===== src/rtl/rf80386_pkg.sv =====
`default_nettype none
// ============================================================================
// Module  : rf80386_pkg - FTA bus types and arbiter constants
// Revision: 1.0
// ============================================================================
package rf80386_pkg;

   typedef struct packed {
      logic [5:0] core;
      logic [2:0] channel;
      logic [6:0] tranid;
   } fta_tranid_t;

   typedef struct packed {
      fta_tranid_t   tid;
      logic          cyc;
      logic          stb;
      logic          we;
      logic [15:0]   sel;
      logic [31:0]   adr;
      logic [127:0]  dat;
   } fta_cmd_request128_t;

   typedef struct packed {
      fta_tranid_t   tid;
      logic          ack;
      logic          rty;
      logic          err;
      logic [31:0]   adr;
      logic [127:0]  dat;
   } fta_cmd_response128_t;

   typedef enum logic [1:0] {
      IDLE  = 2'd0,
      ISSUE = 2'd1,
      WAIT  = 2'd2,
      RETRY = 2'd3
   } arb_state_t;

   localparam logic [2:0] ARB_CHAN_I = 3'd1;
   localparam logic [2:0] ARB_CHAN_D = 3'd2;

   // Turns a held requester command into the bus-ready form.
   function automatic fta_cmd_request128_t arb_stamp(
      input fta_cmd_request128_t req,
      input logic [5:0]          core,
      input logic [2:0]          chan
   );
      fta_cmd_request128_t r;
      r             = req;
      r.cyc         = 1'b1;
      r.stb         = 1'b1;
      r.tid.core    = core;
      r.tid.channel = chan;
      return r;
   endfunction

endpackage
`default_nettype wire


===== src/rtl/rf80386_arb_slot.sv =====
`default_nettype none
// ============================================================================
// Module  : rf80386_arb_slot - one-entry request hold with sticky overflow
// Revision: 1.0
// ============================================================================
module rf80386_arb_slot
   import rf80386_pkg::*;
(
   input  logic                clk_i,
   input  logic                rst_i,
   input  logic                load,
   input  logic                clear,
   input  fta_cmd_request128_t req_in,
   output fta_cmd_request128_t req_out,
   output logic                full,
   output logic                ovf
);

   logic                r_full;
   logic                r_ovf;
   fta_cmd_request128_t r_req;

   // A slot being freed this cycle can take the incoming pulse.
   always_ff @(posedge clk_i or posedge rst_i) begin
      if (rst_i) begin
         r_full <= 1'b0;
         r_ovf  <= 1'b0;
         r_req  <= '0;
      end else begin
         if (load && (!r_full || clear)) begin
            r_full <= 1'b1;
            r_req  <= req_in;
         end else if (clear) begin
            r_full <= 1'b0;
         end
         if (load && r_full && !clear)
            r_ovf <= 1'b1;
      end
   end

   assign req_out = r_req;
   assign full    = r_full;
   assign ovf     = r_ovf;

endmodule
`default_nettype wire


===== src/rtl/rf80386_fta_arbiter.sv =====
`default_nettype none
// ============================================================================
// Module  : rf80386_fta_arbiter - I-cache / data-path share of one FTA master
//           port. Optional macro RF80386_ARB_TIMEOUT_EN adds a WAIT timeout.
// Revision: 1.0
// ============================================================================
module rf80386_fta_arbiter
   import rf80386_pkg::*;
#(
   parameter logic [5:0] CORENO     = 6'd1,
   parameter logic [2:0] CHAN_I     = ARB_CHAN_I,
   parameter logic [2:0] CHAN_D     = ARB_CHAN_D,
   parameter logic [3:0] STARVE_MAX = 4'd8,
   parameter logic [4:0] RTY_WAIT   = 5'd8,
   parameter logic [9:0] TIMEOUT    = 10'd1023
) (
   input  logic                 clk_i,
   input  logic                 rst_i,
   input  fta_cmd_request128_t  i_req,
   output fta_cmd_response128_t i_resp,
   input  fta_cmd_request128_t  d_req,
   output fta_cmd_response128_t d_resp,
   output fta_cmd_request128_t  m_req,
   input  fta_cmd_response128_t m_resp,
   output logic                 busy_o,
   output logic                 ovf_o
);

   arb_state_t           r_state;
   arb_state_t           w_state_d;
   logic                 r_owner_d;
   logic [3:0]           r_starve;
   logic [4:0]           r_backoff;
   fta_cmd_request128_t  r_held;
   fta_cmd_request128_t  r_m_req;
   fta_cmd_response128_t r_i_resp;
   fta_cmd_response128_t r_d_resp;

   fta_cmd_request128_t  w_i_slot;
   fta_cmd_request128_t  w_d_slot;
   fta_cmd_request128_t  w_stamped;
   logic                 w_i_full, w_d_full, w_i_ovf, w_d_ovf;
   logic                 w_grant_i, w_grant_d, w_clr_i, w_clr_d;
   logic                 w_ack, w_rty, w_tmo, w_reissue, w_match;

`ifdef RF80386_ARB_TIMEOUT_EN
   localparam logic [9:0] C_TMO_LAST = TIMEOUT - 10'd1;
   logic [9:0]           r_wait_cnt;
`endif

   rf80386_arb_slot u_slot_i (
      .clk_i   (clk_i),
      .rst_i   (rst_i),
      .load    (i_req.cyc & i_req.stb),
      .clear   (w_clr_i),
      .req_in  (i_req),
      .req_out (w_i_slot),
      .full    (w_i_full),
      .ovf     (w_i_ovf)
   );

   rf80386_arb_slot u_slot_d (
      .clk_i   (clk_i),
      .rst_i   (rst_i),
      .load    (d_req.cyc & d_req.stb),
      .clear   (w_clr_d),
      .req_in  (d_req),
      .req_out (w_d_slot),
      .full    (w_d_full),
      .ovf     (w_d_ovf)
   );

   always_ff @(posedge clk_i or posedge rst_i) begin
      if (rst_i)
         r_state <= IDLE;
      else
         r_state <= w_state_d;
   end

   always_comb begin
      w_state_d = r_state;
      w_grant_i = 1'b0;
      w_grant_d = 1'b0;
      w_ack     = 1'b0;
      w_rty     = 1'b0;
      w_tmo     = 1'b0;
      w_reissue = 1'b0;
      w_match   = (m_resp.tid.channel == (r_owner_d ? CHAN_D : CHAN_I));
      case (r_state)
         IDLE: begin
            if (w_d_full && (!w_i_full || (r_starve < STARVE_MAX))) begin
               w_grant_d = 1'b1;
               w_state_d = ISSUE;
            end else if (w_i_full) begin
               w_grant_i = 1'b1;
               w_state_d = ISSUE;
            end
         end
         ISSUE: w_state_d = WAIT;
         WAIT: begin
            // ack has priority over rty when both are raised.
            if (m_resp.ack && w_match) begin
               w_ack     = 1'b1;
               w_state_d = IDLE;
            end else if (m_resp.rty && w_match) begin
               w_rty     = 1'b1;
               w_state_d = RETRY;
            end
`ifdef RF80386_ARB_TIMEOUT_EN
            else if (r_wait_cnt == C_TMO_LAST) begin
               w_tmo     = 1'b1;
               w_state_d = IDLE;
            end
`endif
         end
         RETRY: begin
            if (r_backoff <= 5'd1) begin
               w_reissue = 1'b1;
               w_state_d = ISSUE;
            end
         end
         default: w_state_d = IDLE;
      endcase
      w_clr_i = (w_ack | w_tmo) & ~r_owner_d;
      w_clr_d = (w_ack | w_tmo) &  r_owner_d;
   end

   assign w_stamped = w_grant_d ? arb_stamp(w_d_slot, CORENO, CHAN_D)
                                : arb_stamp(w_i_slot, CORENO, CHAN_I);

   always_ff @(posedge clk_i or posedge rst_i) begin
      if (rst_i) begin
         r_owner_d <= 1'b0;
         r_starve  <= '0;
         r_backoff <= '0;
         r_held    <= '0;
         r_m_req   <= '0;
         r_i_resp  <= '0;
         r_d_resp  <= '0;
`ifdef RF80386_ARB_TIMEOUT_EN
         r_wait_cnt <= '0;
`endif
      end else begin
         r_m_req  <= '0;
         r_i_resp <= '0;
         r_d_resp <= '0;
         if (w_grant_d || w_grant_i) begin
            r_owner_d <= w_grant_d;
            r_held    <= w_stamped;
            r_m_req   <= w_stamped;
         end
         if (w_reissue)
            r_m_req <= r_held;
         if (w_grant_i)
            r_starve <= '0;
         else if (w_grant_d && w_i_full)
            r_starve <= r_starve + 4'd1;
         // Loaded one short so the reissue lands RTY_WAIT cycles after rty.
         if (w_rty)
            r_backoff <= RTY_WAIT - 5'd1;
         else if (r_state == RETRY)
            r_backoff <= r_backoff - 5'd1;
         if (w_ack) begin
            if (r_owner_d)
               r_d_resp <= m_resp;
            else
               r_i_resp <= m_resp;
         end
`ifdef RF80386_ARB_TIMEOUT_EN
         if (r_state == WAIT)
            r_wait_cnt <= r_wait_cnt + 10'd1;
         else
            r_wait_cnt <= '0;
         if (w_tmo) begin
            if (r_owner_d) begin
               r_d_resp     <= '0;
               r_d_resp.ack <= 1'b1;
               r_d_resp.err <= 1'b1;
               r_d_resp.dat <= '1;
               r_d_resp.tid <= r_held.tid;
            end else begin
               r_i_resp     <= '0;
               r_i_resp.ack <= 1'b1;
               r_i_resp.err <= 1'b1;
               r_i_resp.dat <= '1;
               r_i_resp.tid <= r_held.tid;
            end
         end
`endif
      end
   end

   assign m_req  = r_m_req;
   assign i_resp = r_i_resp;
   assign d_resp = r_d_resp;
   assign busy_o = (r_state != IDLE) | w_i_full | w_d_full;
   assign ovf_o  = w_i_ovf | w_d_ovf;

endmodule
`default_nettype wire


===== config.mk =====
export PLATFORM = sky130hd
export DESIGN_NAME = rf80386_fta_arbiter
export DESIGN_NICKNAME = d
export VERILOG_FILES = /design/src/rtl/rf80386_pkg.sv /design/src/rtl/rf80386_arb_slot.sv /design/src/rtl/rf80386_fta_arbiter.sv
export SDC_FILE = /design/constraint.sdc
export NUM_CORES = 2
export LEC_CHECK = 0
export CAP_MARGIN = 20
export CORE_AREA = 2 2 435 437
export CTS_BUF_LIST = sky130_fd_sc_hd__clkbuf_8
export CTS_CLUSTER_DIAMETER = 60
export CTS_CLUSTER_SIZE = 40
export DETAILED_ROUTE_END_ITERATION = 7
export DIE_AREA = 0 0 437 439
export DONT_BUFFER_PORTS = 1
export GPL_TIMING_DRIVEN = 0
export PLACE_DENSITY = 0.39
export SETUP_SLACK_MARGIN = 0.1
export SYNTH_ARGS = -nofsm -noshare
export SYNTH_HDL_FRONTEND = slang
export SYNTH_HIERARCHICAL = 1
export SYNTH_SLANG_ARGS = --single-unit

===== constraint.sdc =====
create_clock -name clk_i -period 30.8 [get_ports clk_i]
set_input_delay 4.62 -clock clk_i [delete_from_list [all_inputs] [get_ports clk_i]]
set_output_delay 4.62 -clock clk_i [all_outputs]
set_load 0.03 [all_outputs]

* Word-level counts from Yosys, hierarchy flattened
Cells that the tools add are included.
Storage, ports and cells: output and inout port bits 555, word-level logic and storage cells 130, register bits 1132
Cells by class: magnitude comparators 2, bitwise gates (word level) 8, add/sub/neg operators 2, muxes and demuxes 34, eq/ne operators 7, reductions and logical operators 25
Operator list (number):
- 2-to-1 mux 179 bit | 4
- 2-to-1 mux 195 bit | 1
- 2-to-1 mux 190 bit | 1
- 2-to-1 mux 188 bit | 1
- 2-to-1 mux 1 bit | 16
- 2-to-1 mux 2 bit | 6
- logical AND 1 bit | 10
- 2-to-1 mux 5 bit | 2
- nonzero test 2 bit | 5
- 2-to-1 mux 4 bit | 2
- case mux 2 bit (4 select lines) | 1
- less-or-equal comparator 5 x 1 -> 1 bit, second input constant | 1
- subtractor 5 x 1 -> 5 bit, second input constant | 1
- adder 4 x 1 -> 4 bit, second input constant | 1
- bitwise AND 1 bit | 4
- == test 2 bit, second input constant | 2
- logical NOT 1 bit | 4
- logical OR 1 bit | 4
- < comparator 4 bit, second input constant | 1
- == test 3 x 2 -> 1 bit | 1
- != test 3 x 2 -> 1 bit, second input constant | 1
- != test 3 bit, second input constant | 1
- OR 1 bit | 3
- AND reduction 3 bit | 1
- other kinds (4) | 4

* Logic depth before layout (Yosys ltp)
depth after elaboration 9, gate-level depth with buffers 10, depth with buffers taken out 7

* By module
Netlist, hierarchy kept.
Modules (own cells, without submodules):
- rf80386_fta_arbiter | cells each 2250, area each 26578.0 um^2, seq. area each 18592.8 um^2, instances 1
- rf80386_arb_slot | cells each 419, area each 7938.9 um^2, seq. area each 4929.7 um^2, instances 2

* Worst setup path before layout
Ideal clock, no wire load.
path type input to register, start in m_resp[170] (netlist name), end reg u_slot_i.r_req, in the netlist u_slot_i/req_out[0], arrival 6.283 ns, cell stages on the path 9, data required time 30.675 ns, path slack 24.392 ns, cells stage by stage ha_1 nor4bb_1 buf_2 and3_1 nand2b_4 nand2_2 buf_6 buf_6 mux2_4
Between the ends: word-level cells in the longest chain between the ends 7
Ends and longest elaborated chain:
- from (decl) | RTL line rf80386_fta_arbiter.sv:24 | input fta_cmd_response128_t m_resp,
- == test 3 x 2 -> 1 bit | RTL line rf80386_fta_arbiter.sv:88 | w_match = (m_resp.tid.channel == (r_owner_d ? CHAN_D : CHAN_I));
- logical AND 1 bit | RTL line rf80386_fta_arbiter.sv:102 | if (m_resp.ack && w_match) begin
- 2-to-1 mux 1 bit | RTL line rf80386_fta_arbiter.sv:102
- 2-to-1 mux 1 bit | RTL line rf80386_fta_arbiter.sv:89 | case (r_state)
- bitwise AND 1 bit | RTL line rf80386_fta_arbiter.sv:124 | w_clr_i = (w_ack | w_tmo) & ~r_owner_d;
- net w_clr_i | RTL line rf80386_fta_arbiter.sv:43 | logic w_grant_i, w_grant_d, w_clr_i, w_clr_d;
- logical OR 1 bit | RTL line rf80386_arb_slot.sv:30 | if (load && (!r_full || clear)) begin
- logical AND 1 bit | RTL line rf80386_arb_slot.sv:30
- to (signal assigned) | RTL line rf80386_arb_slot.sv:32 | r_req <= req_in;
- to (decl) | RTL line rf80386_arb_slot.sv:21 | fta_cmd_request128_t r_req;
The timed path passes the listed nets, and every way through them passes these cells. A chain may end at the register's enable or synchronous reset.

* Worst setup path in the final report
start reg r_state[0], end out busy_o
Between the ends: word-level cells in the longest chain between the ends 3
Ends and longest elaborated chain:
- from (decl) | RTL line rf80386_fta_arbiter.sv:29 | arb_state_t r_state;
- from (signal assigned) | RTL line rf80386_fta_arbiter.sv:77 | r_state <= w_state_d;
- nonzero test 2 bit | RTL line rf80386_fta_arbiter.sv:196 | assign busy_o = (r_state != IDLE) | w_i_full | w_d_full;
- OR 1 bit (2 in a row) | RTL line rf80386_fta_arbiter.sv:196
- to (decl) | RTL line rf80386_fta_arbiter.sv:25 | output logic busy_o,
Every way passes these cells.

==> flow_metrics.env <==
export IMPL_peakVddDrop_uv=45.4
export IMPL_via_count_of_the_first_global_routing_pass=25017
export IMPL_cts_root_buf="sky130_fd_sc_hd__clkbuf_8"
export IMPL_place_gp_congestion=0.916
export IMPL_n_fill_cell=19586
export IMPL_die_area_um2=192000
export IMPL_core_area_um2=187000
export IMPL_port_buffers=0
export IMPL_buffer_levels_on_the_longest_clock_path=3
export IMPL_critical_path_peak_fanout=5
export IMPL_global_route_overflow_total=0
export IMPL_dp_hpwl_um=136000
export IMPL_dieWidth_um=437
export IMPL_detail_route_wirelength_um=174000
export IMPL_clkSinkCount=1115
export IMPL_cts_htree_levels=3
export IMPL_power_density_cell_area_nw_per_um2=95.6
export IMPL_placed_cells_incl_taps=5557
export IMPL_tritoncts="built"
export IMPL_timing_final_max_slew_violations=0
export IMPL_max_cap_viol_count=0
export IMPL_design_portCount=1126
export IMPL_worst_setup_path_type="reg -> out"
export IMPL_fmaxAchievable_mhz=148
export IMPL_portion_of_the_clock_cycle_consumed_by_the_worst_path_in_the_final_layout=0.220
export IMPL_grt_antenna_before_repair=116
export IMPL_worst_setup_path_start_kind="flip-flop"
export IMPL_drive_gt1_frac=0.225
export IMPL_cts_inserted_buffers=107
export IMPL_postCtsSetupBuffers=0
export IMPL_globalRouteTotalUtil=0.178
export IMPL_clock_skew_final_ns=0.0757
export IMPL_worst_ep_arrival_time_ns=2.15
export IMPL_post_synth_instance_area_um2=41600
export IMPL_setup_violations_final=0
export IMPL_detailedRoute_firstPassIterationCount=7
export IMPL_timing_hold_worst_path_depth=1
export IMPL_clk_pin_slew_worst_paths_ns=0.09
export IMPL_pin_count_of_the_biggest_net_entering_global_routing=120
export IMPL_final_nets=3753
export IMPL_areaGrowthSynthToFinish_pct=15.0
export IMPL_post_route_util=0.256
export IMPL_drc_errors=0
export IMPL_grt_setup_unrepaired="false"
export IMPL_critical_path_endpoint_type="output port"
export IMPL_worstMarginPinSlew_ns=0.888
export IMPL_worst_r2r_cell_count=8
export IMPL_initial_core_util=0.222
export IMPL_ys_warns=6
export IMPL_wire_length_of_the_first_global_routing_pass_um=234000
export IMPL_num_vias=24339
export IMPL_post_drt_via_cell_ratio=4.18
export IMPL_cts_hold_buf=0
export IMPL_timing_final_crit_period_ns=6.77
export IMPL_p_leak_nw=23.9
export IMPL_std_cell_rows=159
export IMPL_min_delay_path_class="reg -> reg"
export IMPL_wl_per_cell_um=30.0
export IMPL_hold_violations=0
export IMPL_avgSynthCellArea_um2=13.7
export IMPL_cts_resized_gates=0
export IMPL_fp_dieH_um=439
export IMPL_post_layout_nonfiller_instances=5821
export IMPL_maxSlewHeadroom=0.400
export IMPL_detail_route_antenna_nets=0
export IMPL_syn_instance_count=3044
export IMPL_clk_insertion_delay_late_ns=0.95
export IMPL_worst_endpoint_required_time_ns=26.18
export IMPL_first_iteration_detailed_routing_drc_count=1679
export IMPL_outcome="complete, no violations"
worst max-delay path, stage by stage, from the launching register on:
cell                      delay, ns
sky130_fd_sc_hd__dfrtp_1       0.37
sky130_fd_sc_hd__inv_1         0.08
sky130_fd_sc_hd__ha_1          0.26
sky130_fd_sc_hd__and2_1        0.19
sky130_fd_sc_hd__inv_1         0.35
layout by cell type, fill, tap and decap left out, types with 11 or more instances in the layout:
cell type                    instances
sky130_fd_sc_hd__dfrtp_1          1115
sky130_fd_sc_hd__nand2_1           380
sky130_fd_sc_hd__and2_1            356
sky130_fd_sc_hd__mux2_4            278
sky130_fd_sc_hd__nor2_1            193
sky130_fd_sc_hd__a21oi_1           185
sky130_fd_sc_hd__a22oi_1           184
sky130_fd_sc_hd__clkbuf_8          113
sky130_fd_sc_hd__mux2_2             92
sky130_fd_sc_hd__buf_2              69
sky130_fd_sc_hd__diode_2            64
sky130_fd_sc_hd__buf_6              47
sky130_fd_sc_hd__clkbuf_1           33
sky130_fd_sc_hd__inv_6              23
sky130_fd_sc_hd__buf_4              19
sky130_fd_sc_hd__inv_8              15
sky130_fd_sc_hd__buf_1              14
sky130_fd_sc_hd__clkinvlp_4         14
sky130_fd_sc_hd__inv_1              13
sky130_fd_sc_hd__ha_1               11
sky130_fd_sc_hd__buf_16             11
cell type report:
class                      instances  area (um2)  area share
multi-input combinational       1731       12400       0.259
clock buffer                     113        1560      0.0325
antenna                           64         160     0.00335
sequential                      1115       27900       0.584
tap                             2495        3120      0.0653
clock inverter                    87        1030      0.0216
inverter                          12        67.6     0.00141
buffer                           193        1260      0.0263
timing repair buffer              11         303     0.00633
routing by layer:
layer	global-route usage	vias up	part of all wire
met5	0	-	0.0012
met4	0.0695	34	0.040
met3	0.0453	304	0.070
met2	0.322	916	0.53
met1	0.198	12642	0.36
li1	-	10443	-
sequential cells by signal, summed over array words and instances (netlist names):
| name | count |
|---|---|
| u_slot_i/ovf | 1 |
| u_slot_d/req_out | 184 |
| u_slot_i/full | 1 |
| i_resp | 179 |
| m_req | 187 |
| r_starve | 4 |
| r_state | 2 |
| d_resp | 179 |
| u_slot_d/ovf | 1 |
| u_slot_i/req_out | 184 |
| r_owner_d | 1 |
| r_backoff | 5 |
| u_slot_d/full | 1 |
| r_held | 186 |
through the flow:
stage | total power (W) | worst slack [ns] | area [um2] | setup TNS (ns) | hold slack, ns
2_1_floorplan | 0.00311 | 5.33 | 41600 | 0 | 0.434
5_1_grt | 0.00484 | 23.86 | 47700 | 0 | 0.494
3_5_place_dp | 0.00352 | 23.71 | 45100 | 0 | 0.454
4_1_cts | 0.00465 | 23.85 | 47600 | 0 | 0.482
6_report | 0.00457 | 24.03 | 47800 | 0 | 0.477
3_3_place_gp | 0.00350 | -5.42 | 44700 | -3812.29 | 0.451
final timing paths:
| kind | from | to | slack, ns |
|---|---|---|---|
| max in group asynchronous | rst_i | i_resp[35]$_DFF_PP0_ | 25.20 |
| setup reg to reg | r_state[0]$_DFFE_PP0P_ | m_req[155]$_DFF_PP0_ | 27.65 |
| min in group asynchronous | rst_i | u_slot_d/req_out[45]$_DFFE_PP0P_ | 3.48 |
| hold reg to reg | u_slot_d/ovf$_DFFE_PP0P_ | u_slot_d/ovf$_DFFE_PP0P_ | 0.48 |
| hold / removal | u_slot_d/ovf$_DFFE_PP0P_ | u_slot_d/ovf$_DFFE_PP0P_ | 0.48 |
| setup / recovery | r_state[0]$_DFFE_PP0P_ | busy_o | 24.03 |
power breakdown:
part | switching (W) | leakage, nW | internal [W]
clock network | 0.000634 | 1.29 | 0.000465
registers | 0.000591 | 14.6 | 0.00193
logic | 0.000474 | 8.03 | 0.000471
total | 0.00170 | 23.9 | 0.00287
Power figures use the tool's default switching activity.
